==> src/rtl/datapath_pkg.sv <==
// Shared types and constants for the Simple RISC Machine datapath.
package datapath_pkg;

  localparam int W = 16;

  typedef enum logic [1:0] {
    VSEL_MDATA = 2'b00,
    VSEL_IMM8  = 2'b01,
    VSEL_PC    = 2'b10,
    VSEL_C     = 2'b11
  } vsel_e;

  typedef enum logic [1:0] {
    SH_NONE = 2'b00,
    SH_LSL  = 2'b01,
    SH_LSR  = 2'b10,
    SH_ASR  = 2'b11
  } shift_e;

  typedef enum logic [1:0] {
    ALU_ADD  = 2'b00,
    ALU_SUB  = 2'b01,
    ALU_AND  = 2'b10,
    ALU_NOTB = 2'b11
  } alu_e;

endpackage

==> src/rtl/datapath_if.sv <==
// Control/data bundle between the CPU controller (master) and the datapath (slave).
interface datapath_if;
  import datapath_pkg::*;

  logic [W-1:0] sximm8;
  logic [W-1:0] sximm5;
  logic [W-1:0] mdata;
  logic [W-1:0] PC;
  logic [1:0]   vsel;
  logic [2:0]   writenum;
  logic         write;
  logic [2:0]   readnum;
  logic         loada;
  logic         loadb;
  logic [1:0]   shift;
  logic         asel;
  logic         bsel;
  logic [1:0]   ALUop;
  logic         loadc;
  logic         loads;
  logic [W-1:0] datapath_out;
  logic         Z_out;
  logic         N_out;
  logic         V_out;

  // Control is single-cycle: every input is sampled on the rising edge it is
  // presented for; there is no valid/ready handshake on this bundle.
  modport master (
    output sximm8, sximm5, mdata, PC, vsel, writenum, write, readnum,
           loada, loadb, shift, asel, bsel, ALUop, loadc, loads,
    input  datapath_out, Z_out, N_out, V_out
  );

  modport slave (
    input  sximm8, sximm5, mdata, PC, vsel, writenum, write, readnum,
           loada, loadb, shift, asel, bsel, ALUop, loadc, loads,
    output datapath_out, Z_out, N_out, V_out
  );
endinterface

==> src/rtl/datapath_regfile.sv <==
// 8x16 register file: one synchronous write port, one combinational read port.
module regfile
  import datapath_pkg::*;
(
  input  logic         i_clk,
  input  logic         i_reset,
  input  logic         i_write,
  input  logic [2:0]   i_writenum,
  input  logic [W-1:0] i_wdata,
  input  logic [2:0]   i_readnum,
  output logic [W-1:0] o_rdata
);

  logic [W-1:0] r_regs [8];
  logic [W-1:0] R0, R1, R2, R3, R4, R5, R6, R7;

  always_ff @(posedge i_clk) begin
    if (i_reset) begin
      for (int i = 0; i < 8; i++) r_regs[i] <= '0;
    end else if (i_write) begin
      r_regs[i_writenum] <= i_wdata;
    end
  end

  // Named copies so benches can probe REGFILE.Rn directly.
  assign R0 = r_regs[0];
  assign R1 = r_regs[1];
  assign R2 = r_regs[2];
  assign R3 = r_regs[3];
  assign R4 = r_regs[4];
  assign R5 = r_regs[5];
  assign R6 = r_regs[6];
  assign R7 = r_regs[7];

  always_comb begin
    o_rdata = R0;
    case (i_readnum)
      3'd0: o_rdata = R0;
      3'd1: o_rdata = R1;
      3'd2: o_rdata = R2;
      3'd3: o_rdata = R3;
      3'd4: o_rdata = R4;
      3'd5: o_rdata = R5;
      3'd6: o_rdata = R6;
      3'd7: o_rdata = R7;
      default: o_rdata = R0;
    endcase
  end

endmodule

==> src/rtl/datapath.sv <==
// SRM datapath: register file, A/B operands, B-path shifter, ALU, C result and Z/N/V status.
module datapath
  import datapath_pkg::*;
(
  input  logic      clk,
  input  logic      reset,
  datapath_if.slave bus
);

  logic [W-1:0] r_a, r_b, r_c;
  logic         r_z, r_n, r_v;

  logic [W-1:0] w_wdata, w_rdata, w_bshift, w_ain, w_bin, w_result;
  logic         w_z, w_n, w_v;

  // Write-back of C uses the registered value, so write+loadc stores the old C.
  always_comb begin
    w_wdata = bus.mdata;
    case (vsel_e'(bus.vsel))
      VSEL_MDATA: w_wdata = bus.mdata;
      VSEL_IMM8:  w_wdata = bus.sximm8;
      VSEL_PC:    w_wdata = bus.PC;
      VSEL_C:     w_wdata = r_c;
      default:    w_wdata = bus.mdata;
    endcase
  end

  regfile REGFILE (
    .i_clk      (clk),
    .i_reset    (reset),
    .i_write    (bus.write),
    .i_writenum (bus.writenum),
    .i_wdata    (w_wdata),
    .i_readnum  (bus.readnum),
    .o_rdata    (w_rdata)
  );

  always_comb begin
    w_bshift = r_b;
    case (shift_e'(bus.shift))
      SH_NONE: w_bshift = r_b;
      SH_LSL:  w_bshift = {r_b[W-2:0], 1'b0};
      SH_LSR:  w_bshift = {1'b0, r_b[W-1:1]};
      SH_ASR:  w_bshift = {r_b[W-1], r_b[W-1:1]};
      default: w_bshift = r_b;
    endcase
  end

  assign w_ain = bus.asel ? '0 : r_a;
  assign w_bin = bus.bsel ? bus.sximm5 : w_bshift;

  always_comb begin
    w_result = '0;
    w_v      = 1'b0;
    case (alu_e'(bus.ALUop))
      ALU_ADD: begin
        w_result = w_ain + w_bin;
        w_v = (w_ain[W-1] == w_bin[W-1]) && (w_result[W-1] != w_ain[W-1]);
      end
      ALU_SUB: begin
        w_result = w_ain + ~w_bin + 16'd1;
        w_v = (w_ain[W-1] != w_bin[W-1]) && (w_result[W-1] != w_ain[W-1]);
      end
      ALU_AND:  w_result = w_ain & w_bin;
      ALU_NOTB: w_result = ~w_bin;
      default: begin
        w_result = '0;
        w_v      = 1'b0;
      end
    endcase
  end

  assign w_z = (w_result == '0);
  assign w_n = w_result[W-1];

  always_ff @(posedge clk) begin
    if (reset) begin
      r_a <= '0;
      r_b <= '0;
      r_c <= '0;
      r_z <= 1'b0;
      r_n <= 1'b0;
      r_v <= 1'b0;
    end else begin
      if (bus.loada) r_a <= w_rdata;
      if (bus.loadb) r_b <= w_rdata;
      if (bus.loadc) r_c <= w_result;
      if (bus.loads) begin
        r_z <= w_z;
        r_n <= w_n;
        r_v <= w_v;
      end
    end
  end

  assign bus.datapath_out = r_c;
  assign bus.Z_out        = r_z;
  assign bus.N_out        = r_n;
  assign bus.V_out        = r_v;

endmodule

==> src/flat_wrapper.sv <==
// flat-port wrapper written by rule: the top's interface ports become plain ports
module datapath_flat import datapath_pkg::*;
  (clk, reset, bus_sximm8, bus_sximm5, bus_mdata, bus_PC, bus_vsel, bus_writenum, bus_write, bus_readnum, bus_loada, bus_loadb, bus_shift, bus_asel, bus_bsel, bus_ALUop, bus_loadc, bus_loads, bus_datapath_out, bus_Z_out, bus_N_out, bus_V_out);
  datapath_if bus_i ();
  input  logic clk;
  input  logic reset;
  input wire logic [$bits(bus_i.sximm8)-1:0] bus_sximm8;
  input wire logic [$bits(bus_i.sximm5)-1:0] bus_sximm5;
  input wire logic [$bits(bus_i.mdata)-1:0] bus_mdata;
  input wire logic [$bits(bus_i.PC)-1:0] bus_PC;
  input wire logic [$bits(bus_i.vsel)-1:0] bus_vsel;
  input wire logic [$bits(bus_i.writenum)-1:0] bus_writenum;
  input wire logic [$bits(bus_i.write)-1:0] bus_write;
  input wire logic [$bits(bus_i.readnum)-1:0] bus_readnum;
  input wire logic [$bits(bus_i.loada)-1:0] bus_loada;
  input wire logic [$bits(bus_i.loadb)-1:0] bus_loadb;
  input wire logic [$bits(bus_i.shift)-1:0] bus_shift;
  input wire logic [$bits(bus_i.asel)-1:0] bus_asel;
  input wire logic [$bits(bus_i.bsel)-1:0] bus_bsel;
  input wire logic [$bits(bus_i.ALUop)-1:0] bus_ALUop;
  input wire logic [$bits(bus_i.loadc)-1:0] bus_loadc;
  input wire logic [$bits(bus_i.loads)-1:0] bus_loads;
  output wire logic [$bits(bus_i.datapath_out)-1:0] bus_datapath_out;
  output wire logic [$bits(bus_i.Z_out)-1:0] bus_Z_out;
  output wire logic [$bits(bus_i.N_out)-1:0] bus_N_out;
  output wire logic [$bits(bus_i.V_out)-1:0] bus_V_out;
  assign bus_i.sximm8 = bus_sximm8;
  assign bus_i.sximm5 = bus_sximm5;
  assign bus_i.mdata = bus_mdata;
  assign bus_i.PC = bus_PC;
  assign bus_i.vsel = bus_vsel;
  assign bus_i.writenum = bus_writenum;
  assign bus_i.write = bus_write;
  assign bus_i.readnum = bus_readnum;
  assign bus_i.loada = bus_loada;
  assign bus_i.loadb = bus_loadb;
  assign bus_i.shift = bus_shift;
  assign bus_i.asel = bus_asel;
  assign bus_i.bsel = bus_bsel;
  assign bus_i.ALUop = bus_ALUop;
  assign bus_i.loadc = bus_loadc;
  assign bus_i.loads = bus_loads;
  assign bus_datapath_out = bus_i.datapath_out;
  assign bus_Z_out = bus_i.Z_out;
  assign bus_N_out = bus_i.N_out;
  assign bus_V_out = bus_i.V_out;
  datapath u_core (.clk(clk), .reset(reset), .bus(bus_i));
endmodule
==> config.mk <==
export PLATFORM = sky130hd
export DESIGN_NAME = datapath_flat
export DESIGN_NICKNAME = d
export VERILOG_FILES = /design/src/rtl/datapath_pkg.sv /design/src/rtl/datapath_if.sv /design/src/rtl/datapath_regfile.sv /design/src/rtl/datapath.sv /design/src/flat_wrapper.sv
export SDC_FILE = /design/constraint.sdc
export NUM_CORES = 1
export LEC_CHECK = 0
export ABC_AREA = 1
export BUFFER_PORTS_ARGS = -buffer_cell sky130_fd_sc_hd__clkbuf_2
export CAP_MARGIN = 20
export CORE_MARGIN = 2
export CORE_UTILIZATION = 55
export CTS_CLUSTER_DIAMETER = 100
export DETAILED_ROUTE_END_ITERATION = 8
export GPL_ROUTABILITY_DRIVEN = 0
export GPL_TIMING_DRIVEN = 0
export PLACE_DENSITY_LB_ADDON = 0.25
export SLEW_MARGIN = 30
export SYNTH_ARGS = -nofsm -noshare
export SYNTH_HDL_FRONTEND = slang
export SYNTH_HIERARCHICAL = 1
export SYNTH_SLANG_ARGS = --single-unit
export TNS_END_PERCENT = 30
==> constraint.sdc <==
create_clock -name clk -period 7.99 [get_ports clk]
set_clock_uncertainty 0.2 [all_clocks]
set_input_delay 0.799 -clock clk [delete_from_list [all_inputs] [get_ports clk]]
set_output_delay 0.799 -clock clk [all_outputs]
set_load 0.005 [all_outputs]
Yosys cells after proc, flatten, opt, wreduce, memory -nomap -nowiden --
Memory sizes are Yosys's and may differ from the RTL's. Cells that the tools add are included.
Cells by class: $add $sub $neg 3, $mul 0, divide/modulo/power cells 0, magnitude comparators 0, equal/unequal tests 20, shift-type cells 0, mux-type cells 15, bitwise logic cells 2, reductions and logical operators 8
Operators by type and width (number):
- 16-bit one-hot mux with 4 select lines | 3
- 16-bit one-hot mux with 8 select lines | 1
- 16-bit two-way mux | 3
- 16-bit adder | 2
- 16-bit by 1-bit adder with 16-bit output, second input constant | 1
- 16-bit AND | 1
- 16-bit logical NOT | 1
- 16-bit NOT | 1
- 16-bit OR reduction | 1
- 2-bit equality test, second input constant | 6
- 3-bit equality test, second input constant | 4
- 2-bit by 1-bit equality test with 1-bit output, second input constant | 3
- 3-bit by 2-bit equality test with 1-bit output, second input constant | 2
- 2-bit logical NOT | 3
- 1-bit two-way mux | 6
- 3-bit by 1-bit equality test with 1-bit output, second input constant | 1
- 3-bit logical NOT | 1
- 3-bit two-way mux | 1
- 1-bit != test | 3
- 1-bit logical AND | 2
- 1-bit one-hot mux with 2 select lines | 1
- 1-bit equality test | 1
Word-level totals: register bits after elaboration 51, latch bits 0, RAM bits 128, memory bits (read-only) 0, input port bits 85, output and inout bits 19, logic and storage cells 55, memories 1
Memories:
- u_core.REGFILE.r_regs | depth 8, bits a word 16, rd ports 8, clocked after Yosys merged registers in 0, write ports 8, line datapath_regfile.sv:14 | logic [W-1:0] r_regs [8];

Logic depth before layout (Yosys ltp) --
Gate-level depths: netlist of run 1.
word-level depth 9, gate-level depth with buffers 24

Hierarchy --
Netlist of run 1, hierarchy kept.
Modules (own cells, without submodules):
- regfile | times used 1, cells an instance 583, area each 5989.5 um^2, seq. area each 3843.7 um^2
- datapath | times used 1, cells an instance 961, area each 5511.5 um^2, seq. area each 1021.0 um^2

Worst setup path after synthesis of run 1 --
Ideal clock, no wire load.
path type input-to-reg, start point input bus_shift[1], end point register u_core.r_z (netlist: u_core/bus.Z_out), data arrival time 2.906 ns, required time 7.724 ns, setup slack 4.818 ns, stages 20, cells stage by stage buf_6 > nor2_4 > buf_6 > nand2_1 > nand3_1 > nand2_1 > fa_1 > inv_1 > nand2_1 > nand2_1 > nand3_1 > nand3_1 > nand3_2 > nor2_2 > nand2_1 > nor2_1 > nand3_1 > nor2_1 > nand2_1 > a21oi_2
Between the ends: longest elaborated chain between the ends 8, elaborated cells on any way between the ends 13, classes of those cells add/sub (3); eq/ne (3); mux (3); bitwise (2); reduce/logical (2)
Ends and longest elaborated chain:
- from (decl) | line flat_wrapper.sv:17 | input wire logic [$bits(bus_i.shift)-1:0] bus_shift;
- 2-bit equality test, or another cell as far along | line datapath.sv:40 | case (shift_e'(bus.shift))
- 16-bit one-hot mux with 4 select lines * | line datapath.sv:40
- 16-bit two-way mux * | line datapath.sv:50 | assign w_bin = bus.bsel ? bus.sximm5 : w_bshift;
- 16-bit NOT | line datapath.sv:61, datapath.sv:65
- 16-bit adder | line datapath.sv:61 | w_result = w_ain + ~w_bin + 16'd1;
- 16-bit by 1-bit adder with 16-bit output | line datapath.sv:61
- 16-bit one-hot mux with 4 select lines * | line datapath.sv:55 | case (alu_e'(bus.ALUop))
- 16-bit logical NOT * | line datapath.sv:73 | assign w_z = (w_result == '0);
- to (signal assigned) | line datapath.sv:89 | r_z <= w_z;
- to (decl) | line datapath.sv:11 | logic r_z, r_n, r_v;
Every way passes the cells marked *; elsewhere a longest branch is shown, timed or not. A chain may end at the register's enable or synchronous reset.

Worst setup path after layout of run 1 --
start point input bus_bsel, end point register u_core.r_z (netlist: u_core/bus.Z_out)
Between the ends: longest elaborated chain between the ends 6, elaborated cells on any way between the ends 8, classes of those cells add/sub (3); mux (2); bitwise (2); reduce/logical (1)
Ends and longest elaborated chain:
- from (decl) | line flat_wrapper.sv:19 | input wire logic [$bits(bus_i.bsel)-1:0] bus_bsel;
- 16-bit two-way mux * | line datapath.sv:50
- 16-bit NOT | line datapath.sv:61, datapath.sv:65
- 16-bit adder | line datapath.sv:61
- 16-bit by 1-bit adder with 16-bit output | line datapath.sv:61
- 16-bit one-hot mux with 4 select lines * | line datapath.sv:55
- 16-bit logical NOT * | line datapath.sv:73
Marked as above.

==> run summary, run 1 <==
leakage -> 6.09 nW
Clock Tree Buf Depth -> 2
post-CTS sizing -> 0
Worst Hold Path EP -> u_core/r_a[5]
Hold Vio Cnt, Final -> 0
FFs w/ async S/R, synth -> 0%
kind of critical path -> in -> reg
first-pass iteration count of the detailed router -> 5
final setup violation count -> 0
part of the cycle the worst path needs -> 45.4%
main combinational cell family by area after synthesis -> simple AND/OR/NAND/NOR gates
n_diodes -> 0
CTS tree -> yes
count of nets after finishing -> 1,781
hold-fix buffers at CTS -> 0
FF-to-FF setup slack -> 4.71 ns
Synth Area in Simple Gates -> 35.2%
TNS Setup -> 0 ns
port bufs -> 99
Clk pin slew, worst setup/hold paths -> 0.07 ns
Clock Latency Late Sink -> 0.44 ns
largest net degree at the start of global routing -> 17
RSZ-0062 raised after global routing -> no
die height -> 149 um
die area -> 22,100 sq um
mux share of post-synthesis cell area -> 0%
Initial Util -> 56.5%
syn_area_per_cell -> 7.45 sq um
Peak VDD IR -> 160 uV
actual slew at the worst max-slew pin -> 0.823 ns
first-pass GRT wire length -> 53.1 mm
CP startpoint kind -> input pin
share of cells above drive strength 1 -> 16.0%
All-Layer GR Usage -> 31.5%
DP Cell Count -> 1,913
initial antenna violation count -> 0
Pwr per Cell Area -> 186 nW/um^2
most frequent cells in the layout -> nand2_1, nor2_1, inv_1
r2r startpoint -> u_core/r_b[1]
# Max-Cap Violations -> 0
Routed Antenna Nets -> 0
fmax -> 276 MHz
Worst slew margin -> 45.0%
worst reg2reg endpoint -> u_core/bus.Z_out
CP Capture Type -> register
area share of xor/xnor cells in the synthesized design -> 0.305%
Final min period -> 3.62 ns
Post-Syn Instances -> 1,544
via count -> 11,100
crit-path max FO -> 10
Post-CTS Setup Bufs -> 0
FF+latch count, synth -> 179
DPL Wire Length -> 26.4 mm
Register-to-Register Path Depth -> 19
number of global-route vias before repair -> 9,996
warnings from Yosys -> 6
Cell variety after synth -> 42
run status -> complete, no violations
routed wire length per instance -> 17.8 um
Layout Area Growth over Synthesis -> 12.3%
total CTS buffers -> 17
EDFF count, synth -> 128
Site Rows -> 52
fin cells -> 1,945
max-slew violations -> 0
most common flop cell mapped by yosys -> edfxtp_1
worst endpoint data arrival time -> 3.80 ns
final WL -> 34.6 mm
synthesized area -> 11,500 sq um
CP Data Required Time -> 8.16 ns
I/O Pins -> 104
global route overflow -> 0
Synth Area in Compound Gates -> 7.52%
post-synthesis adder-cell area fraction -> 3.83%
Via density -> 5.71
clk root buf -> clkbuf_16
commonest non-fill, non-tap cell in the layout -> nand2_1
# DRC -> 0
worst hold path type -> reg -> reg
Initial DRC Count -> 1,123
sequential-to-total area share from yosys stat -> 42.3%
clk sink count -> 179
Hold Startpoint -> u_core/r_a[5]
H-tree Lvls -> 4
core area -> 20,400 sq um
Horiz. Die Dim -> 149 um
WHS Path Cells -> 2
Syn Nets -> 1,663
==> Yosys cell counts (10+ instances only) <==
cell	n	area, sq um
nand2_2	22	138
a21oi_1	76	380
o21ai_0	52	260
nand2_1	384	1440
ha_1	32	400
dfxtp_1	51	1020
nand3_1	123	616
nor2_2	10	62.6
buf_4	12	90.1
buf_6	24	270
inv_2	19	71.3
clkbuf_1	20	75.1
edfxtp_1	128	3840
nand4_1	86	538
buf_2	16	80.1
nor2_1	248	931
inv_1	171	642
==> state kept, by name, indices dropped and copies added, names as in the netlist <==
| register | cells |
|---|---|
| u_core/bus.datapath_out | 16 |
| u_core/bus.V_out | 1 |
| u_core/r_a | 16 |
| u_core/bus.N_out | 1 |
| u_core/bus.Z_out | 1 |
| u_core/REGFILE/r_regs | 128 |
| u_core/r_b | 16 |
==> final cells by class <==
type,count,area [sq um]
plain buffers,73,519
clock buffers,22,505
clock inverters,10,80.1
fillers,1770,7440
inverters,193,727
multi-input cells,1099,5390
flip-flops and latches,179,4860
well taps,270,338
repair buffers,99,495
==> where the power goes <==
group | leakage [nW] | switching, mW | internal (mW)
clock network | 0.297 | 0.373 | 0.458
registers | 1.73 | 0.0208 | 1.04
logic | 4.07 | 0.353 | 0.151
==> worst max path at each step <==
stage                  from                to  slack [ns]  cells past startpoint
2_1_floorplan  bus_shift[1]  u_core/bus.Z_out        4.82                     20
3_3_place_gp       bus_bsel  u_core/bus.Z_out        4.11                     21
3_5_place_dp       bus_bsel  u_core/bus.Z_out        4.08                     21
4_1_cts            bus_bsel  u_core/bus.Z_out        4.51                     21
5_1_grt        bus_shift[0]  u_core/bus.Z_out        4.16                     21
6_report           bus_bsel  u_core/bus.Z_out        4.37                     21
==> kinds of logic (layout without fill, tap and decap cells) <==
kind of cell | after synthesis | count (layout)
buffers and inverters | 266 | 397
AO/OA/AOI/OAI | 156 | 156
AND/OR/NAND/NOR | 905 | 905
XOR/XNOR | 4 | 4
flip-flops | 179 | 179
adder cells (fa/ha/maj) | 34 | 34
==> through the flow <==
stage	setup slack [ns]	instance area [sq um]	utilization [%]	power [mW]	hold WS [ns]
final	4.37	12900	63.4	2.40	0.263
after global routing	4.16	12900	63.4	2.49	0.272
after CTS	4.51	12900	63.4	2.38	0.258
after detailed placement	4.08	12300	60.6	1.57	0.249
after global placement	4.11	12300	60.6	1.56	0.248
after floorplan	4.82	11500	-	1.41	0.230
==> critical path, cell delays in order <==
cell and delay (ns):
clkbuf_2 0.10, buf_2 0.19, a21oi_1 0.13, nand2_1 0.07, nand2_1 0.15, inv_1 0.11
ha_1 0.28, fa_1 0.49, nand3_1 0.12, nand2_1 0.12, nand2_1 0.11, nand2_1 0.11
nand2_1 0.11, nand2_1 0.06, nand2_1 0.07, a21oi_1 0.06, nor2_1 0.34, nand2_1 0.10
nor2_1 0.10, nand2_1 0.08, a21oi_2 0.10
==> layer usage <==
metal	wire length [um]	track usage [%]	part of all wire [%]
met1	13600	41.8	39
met5	0	0	0
met4	1210	11.4	3.5
met3	3430	5.06	9.9
met2	16300	52.3	47
Power figures use the tool's default switching activity.
==> run 2, diff against run 1 <==
Clock period 7.99 ns to 3.34 ns, I/O delays scaled along.
==> run 2 against run 1 <==
Routed wire length is essentially flat; register-to-register slack lost 4.5 ns; combinational power grew 140%; largest cell class unchanged; largest power group unchanged.
==> run summary, run 2 (synthesis gave the netlist of run 1 again) <==
via count -> 11,000
Horiz. Die Dim -> 149 um
r2r startpoint -> u_core/r_b[1]
Clock Tree Buf Depth -> 2
routed wire length per instance -> 17.7 um
final setup violation count -> 0
Final min period -> 3.17 ns
commonest non-fill, non-tap cell in the layout -> nand2_1
port bufs -> 99
clk root buf -> clkbuf_16
Pwr per Cell Area -> 442 nW/um^2
Biggest register -> u_core/REGFILE/r_regs
Initial DRC Count -> 1,233
part of the cycle the worst path needs -> 94.8%
die area -> 22,100 sq um
run status -> complete, no violations
critical path's slowest cell -> fa_1
Register-to-Register Path Depth -> 19
DPL Wire Length -> 26.4 mm
n_diodes -> 0
die height -> 149 um
Clk pin slew, worst setup/hold paths -> 0.08 ns
register area -> 4860 sq um
Site Rows -> 52
critical-path cell list -> a21oi_1 > nand2_1 > nand2_1 > inv_1 > ha_1 > fa_1 > nand3_1 > nand2_1 > nand2_1 > nand2_1 > nand2_1 > nand2_1 > nand2_1 > a21oi_1 > nor2_2 > nand2_1 > nor2_1 > nand2_1 > a21oi_2
Worst slew margin -> 45.3%
WHS Path Cells -> 3
Largest register FFs -> 128
crit-path most repeated cell -> nand2_1
worst hold path type -> in -> reg
# DRC -> 0
first-pass iteration count of the detailed router -> 6
Via density -> 5.64
CP Data Required Time -> 3.51 ns
TNS Setup -> 0 ns
Buf/Inv on CP -> 1
actual slew at the worst max-slew pin -> 0.819 ns
Worst Hold Path EP -> u_core/r_a[1]
Filler cells -> 1,766
count of nets after finishing -> 1,784
multi-input logic area -> 5400 sq um
dpl ws -> -0.102 ns
Layout Area Growth over Synthesis -> 12.6%
worst reg2reg endpoint -> u_core/bus.Z_out
CP max stage delay -> 0.49 ns
final WL -> 34.6 mm
first-pass GRT wire length -> 53.2 mm
Hold Startpoint -> bus_loada
core area -> 20,400 sq um
Initial Util -> 56.5%
Post-DP Area -> 12,300 sq um
H-tree Lvls -> 4
Peak VDD IR -> 378 uV
share of cells above drive strength 1 -> 16.1%
crit-path max FO -> 5
CTS tree -> yes
power after layout -> 5.73 mW
initial antenna violation count -> 0
RSZ-0062 raised after global routing -> no
CP top delay family -> simple AND/OR/NAND/NOR gates
Routed Antenna Nets -> 0
number of global-route vias before repair -> 9,996
CP Capture Type -> register
largest net degree at the start of global routing -> 17
fin area -> 13,000 sq um
fmax -> 316 MHz
worst endpoint data arrival time -> 3.33 ns
CP startpoint kind -> register
global route overflow -> 0
most frequent cells in the layout -> nand2_1, nor2_1, inv_1
kind of critical path -> reg -> reg
total CTS buffers -> 17
I/O Pins -> 104
max-slew violations -> 0
leakage -> 6.10 nW
FF-to-FF setup slack -> 0.17 ns
clk sink count -> 179
Clock Latency Late Sink -> 0.43 ns
All-Layer GR Usage -> 31.5%
Worst Slack Setup Final -> 0.174 ns
Hold Vio Cnt, Final -> 0
# Max-Cap Violations -> 0
==> run 2: changes by cell type in the layout (fill, tap and decap cells not counted) <==
cell / previous run / this run
dlygate4sd3_1: 0 / 3
nor2_2: 10 / 12
nor2_1: 248 / 246
==> run 2: layer usage <==
layer | global-route usage (%) | wire length [um] | vias up
met5 | 0 | 0 | -
met4 | 11.4 | 1220 | 0
met3 | 5.06 | 3420 | 80
met2 | 52.4 | 16300 | 579
met1 | 41.9 | 13700 | 5029
li1 | - | - | 5303
==> run 2: worst max path at each step <==
stage / from / end / slack [ns] / depth (start not counted)
detailed placement: bus_bsel / u_core/bus.Z_out / -0.10 / 21
floorplan: bus_shift[1] / u_core/bus.Z_out / 0.63 / 20
finish: u_core/r_b[1] / u_core/bus.Z_out / 0.17 / 19
global route: u_core/r_b[1] / u_core/bus.Z_out / 0.01 / 19
CTS: u_core/r_b[1] / u_core/bus.Z_out / 0.21 / 19
global placement: bus_bsel / u_core/bus.Z_out / -0.08 / 21
==> run 2: worst register-to-register path, cell delays in order, from the launching register on <==
cell	delay, ns
dfxtp_1	0.32
a21oi_1	0.11
nand2_1	0.07
nand2_1	0.16
inv_1	0.11
ha_1	0.29
fa_1	0.49
nand3_1	0.12
nand2_1	0.11
nand2_1	0.10
nand2_1	0.10
nand2_1	0.12
nand2_1	0.07
nand2_1	0.07
a21oi_1	0.07
nor2_2	0.23
nand2_1	0.09
nor2_1	0.09
nand2_1	0.08
a21oi_2	0.10
==> run 2: final cells by class <==
class,count,share of cell area [%]
Sequential cell,179,37.6
Clock inverter,10,0.618
Inverter,193,5.61
Buffer,73,4.01
Multi-Input combinational cell,1099,41.6
Clock buffer,22,3.90
Timing Repair Buffer,102,4.06
Tap cell,270,2.61
==> run 2: through the flow <==
step	hold slack, ns	utilization, %	instances
after floorplan	0.196	-	1544
after global placement	0.248	60.6	1913
after detailed placement	0.249	60.6	1913
after CTS	0.0431	63.6	1948
after global routing	0.0791	63.6	1948
final	0.0573	63.6	1948
==> run 2: power by group <==
part / internal (mW) / leakage, nW / switching, mW
registers: 2.50 / 1.73 / 0.0501
logic: 0.364 / 4.08 / 0.844
clock network: 1.09 / 0.297 / 0.881
==> run 2: repair_timing <==
action	CTS	global route
setup endpoints to repair	0	1
hold endpoints to repair	4	0
buffers inserted	0	0
hold buffers	3	0
gates resized for setup	0	2
==> run 3, diff against run 2 <==
Settings changed: PLACE_DENSITY_LB_ADDON 0.25 to 0.08.
==> run 3 against run 2 <==
Clock power up 7%; critical path depth did not move; setup slack improved by 0.13 ns; worst hold slack got worse by 0.048 ns; sequential power is essentially flat; combinational power barely moved; flip-flop and latch count stayed put; largest cell class unchanged; clock-buffer cell count is 5 lower; die area did not move; largest power group unchanged; highest routed layer unchanged.
==> run summary, run 3 (synthesis gave the netlist of run 1 again) <==
Site Rows -> 52
r2r startpoint -> u_core/r_b[1]
power after layout -> 5.86 mW
DPL Wire Length -> 26.9 mm
max-slew violations -> 0
RSZ-0062 raised after global routing -> no
run status -> complete, no violations
crit-path max FO -> 5
clk sink count -> 179
Filler cells -> 1,863
CTS tree -> yes
Clk network pwr share -> 36.1%
Initial Util -> 56.5%
CP Capture Type -> register
Largest register FFs -> 128
commonest non-fill, non-tap cell in the layout -> nand2_1
Clock Latency Late Sink -> 0.44 ns
total CTS buffers -> 17
part of the cycle the worst path needs -> 91.0%
Routed met1 length -> 14.1 mm
Worst Slack Setup Final -> 0.302 ns
Initial DRC Count -> 953
Clk pin slew, worst setup/hold paths -> 0.08 ns
final WL -> 34.5 mm
initial antenna violation count -> 0
worst hold path type -> in -> reg
core area -> 20,400 sq um
Worst Hold Path EP -> u_core/r_b[14]
WHS Path Cells -> 3
# Max-Cap Violations -> 0
DR WL met2 -> 16.9 mm
Final min period -> 3.04 ns
Pwr per Cell Area -> 450 nW/um^2
worst reg2reg endpoint -> u_core/bus.Z_out
dpl ws -> 0.0508 ns
first-pass iteration count of the detailed router -> 6
port bufs -> 99
actual slew at the worst max-slew pin -> 0.796 ns
first-pass GRT wire length -> 53.0 mm
H-tree Lvls -> 4
register area -> 4860 sq um
P_int -> 3.96 mW
Peak VDD IR -> 497 uV
global route overflow -> 0
CP startpoint kind -> register
Via density -> 5.61
Fin Hold WS -> 0.00891 ns
# DRC -> 0
die height -> 149 um
fin util -> 63.9%
CP Data Required Time -> 3.52 ns
via count -> 10,900
DP Cell Count -> 1,913
multi-input logic area -> 5390 sq um
I/O Pins -> 104
number of global-route vias before repair -> 10,100
fin cells -> 1,948
leakage -> 6.11 nW
combinational fraction of design power -> 20.4%
Biggest register -> u_core/REGFILE/r_regs
TNS Setup -> 0 ns
Hold Vio Cnt, Final -> 0
clk root buf -> clkbuf_16
largest net degree at the start of global routing -> 22
worst endpoint data arrival time -> 3.22 ns
DR top layer -> met4
share of cells above drive strength 1 -> 16.0%
Routed Antenna Nets -> 0
Register-to-Register Path Depth -> 19
kind of critical path -> reg -> reg
die area -> 22,100 sq um
Horiz. Die Dim -> 149 um
Post-DP Area -> 12,300 sq um
Hold Startpoint -> bus_loadb
most frequent cells in the layout -> nand2_1, nor2_1, inv_1
Worst slew margin -> 46.8%
fin area -> 13,000 sq um
Layout Area Growth over Synthesis -> 13.1%
n_diodes -> 0
All-Layer GR Usage -> 31.5%
final setup violation count -> 0
routed wire length per instance -> 17.7 um
Seq pwr share -> 43.5%
Routed met3 length -> 2.34 mm
count of nets after finishing -> 1,784
fmax -> 329 MHz
Clock Tree Buf Depth -> 2
FF-to-FF setup slack -> 0.30 ns
switch share -> 32.3%
Switch Pwr -> 1.89 mW
[run 3: power groups by stage]
stage	combinational (mW)	sequential, mW	clock [mW]
6_report	1.19	2.55	2.12
5_1_grt	1.31	2.56	2.22
4_1_cts	1.17	2.54	2.13
3_5_place_dp	1.16	2.59	0
3_3_place_gp	1.14	2.59	0
2_1_floorplan	0.789	2.58	0
[run 3: how the worst max path moves through the flow]
stage | cells after the start | end | slack, ns | start
6_report | 19 | u_core/bus.Z_out | 0.30 | u_core/r_b[1]
2_1_floorplan | 20 | u_core/bus.Z_out | 0.63 | bus_shift[1]
3_3_place_gp | 21 | u_core/bus.Z_out | 0.04 | bus_bsel
5_1_grt | 19 | u_core/bus.Z_out | 0.03 | u_core/r_b[1]
3_5_place_dp | 21 | u_core/bus.Z_out | 0.05 | bus_bsel
4_1_cts | 17 | u_core/bus.Z_out | 0.25 | u_core/r_b[14]
[run 3: per-layer routing]
layer	vias to the layer above	GRT usage [%]
li1	5304	-
met1	5112	41.0
met2	437	53.8
met3	67	3.77
met4	0	12.1
met5	-	0
[run 3: worst max-delay path, cell delays in order (launching register included)]
cell     delay [ns]
dfxtp_1        0.31
a21oi_1        0.12
nand2_1        0.07
nand2_1        0.11
inv_1          0.09
ha_1           0.27
fa_1           0.47
nand3_1        0.11
nand2_1        0.12
nand2_1        0.12
nand2_1        0.08
nand2_1        0.09
nand2_1        0.06
nand2_1        0.06
a21oi_1        0.06
nor2_1         0.24
nand2_1        0.12
nor2_1         0.10
nand2_1        0.09
a21oi_2        0.11
[run 3: cell type report]
class	instances	share of cell area [%]
multi-input combinational	1099	41.5
tap	270	2.60
sequential	179	37.4
clock inverter	15	1.66
timing repair buffer	102	4.02
clock buffer	17	3.27
inverter	193	5.59
buffer	73	3.99
[run 3: repair_timing]
action / 4_1_cts / 5_1_grt
endpoints found under the setup margin: 0 / 1
gates resized for setup: 0 / 1
setup buffers: 0 / 1
hold buffers: 2 / 0
hold endpoints to repair: 5 / 0
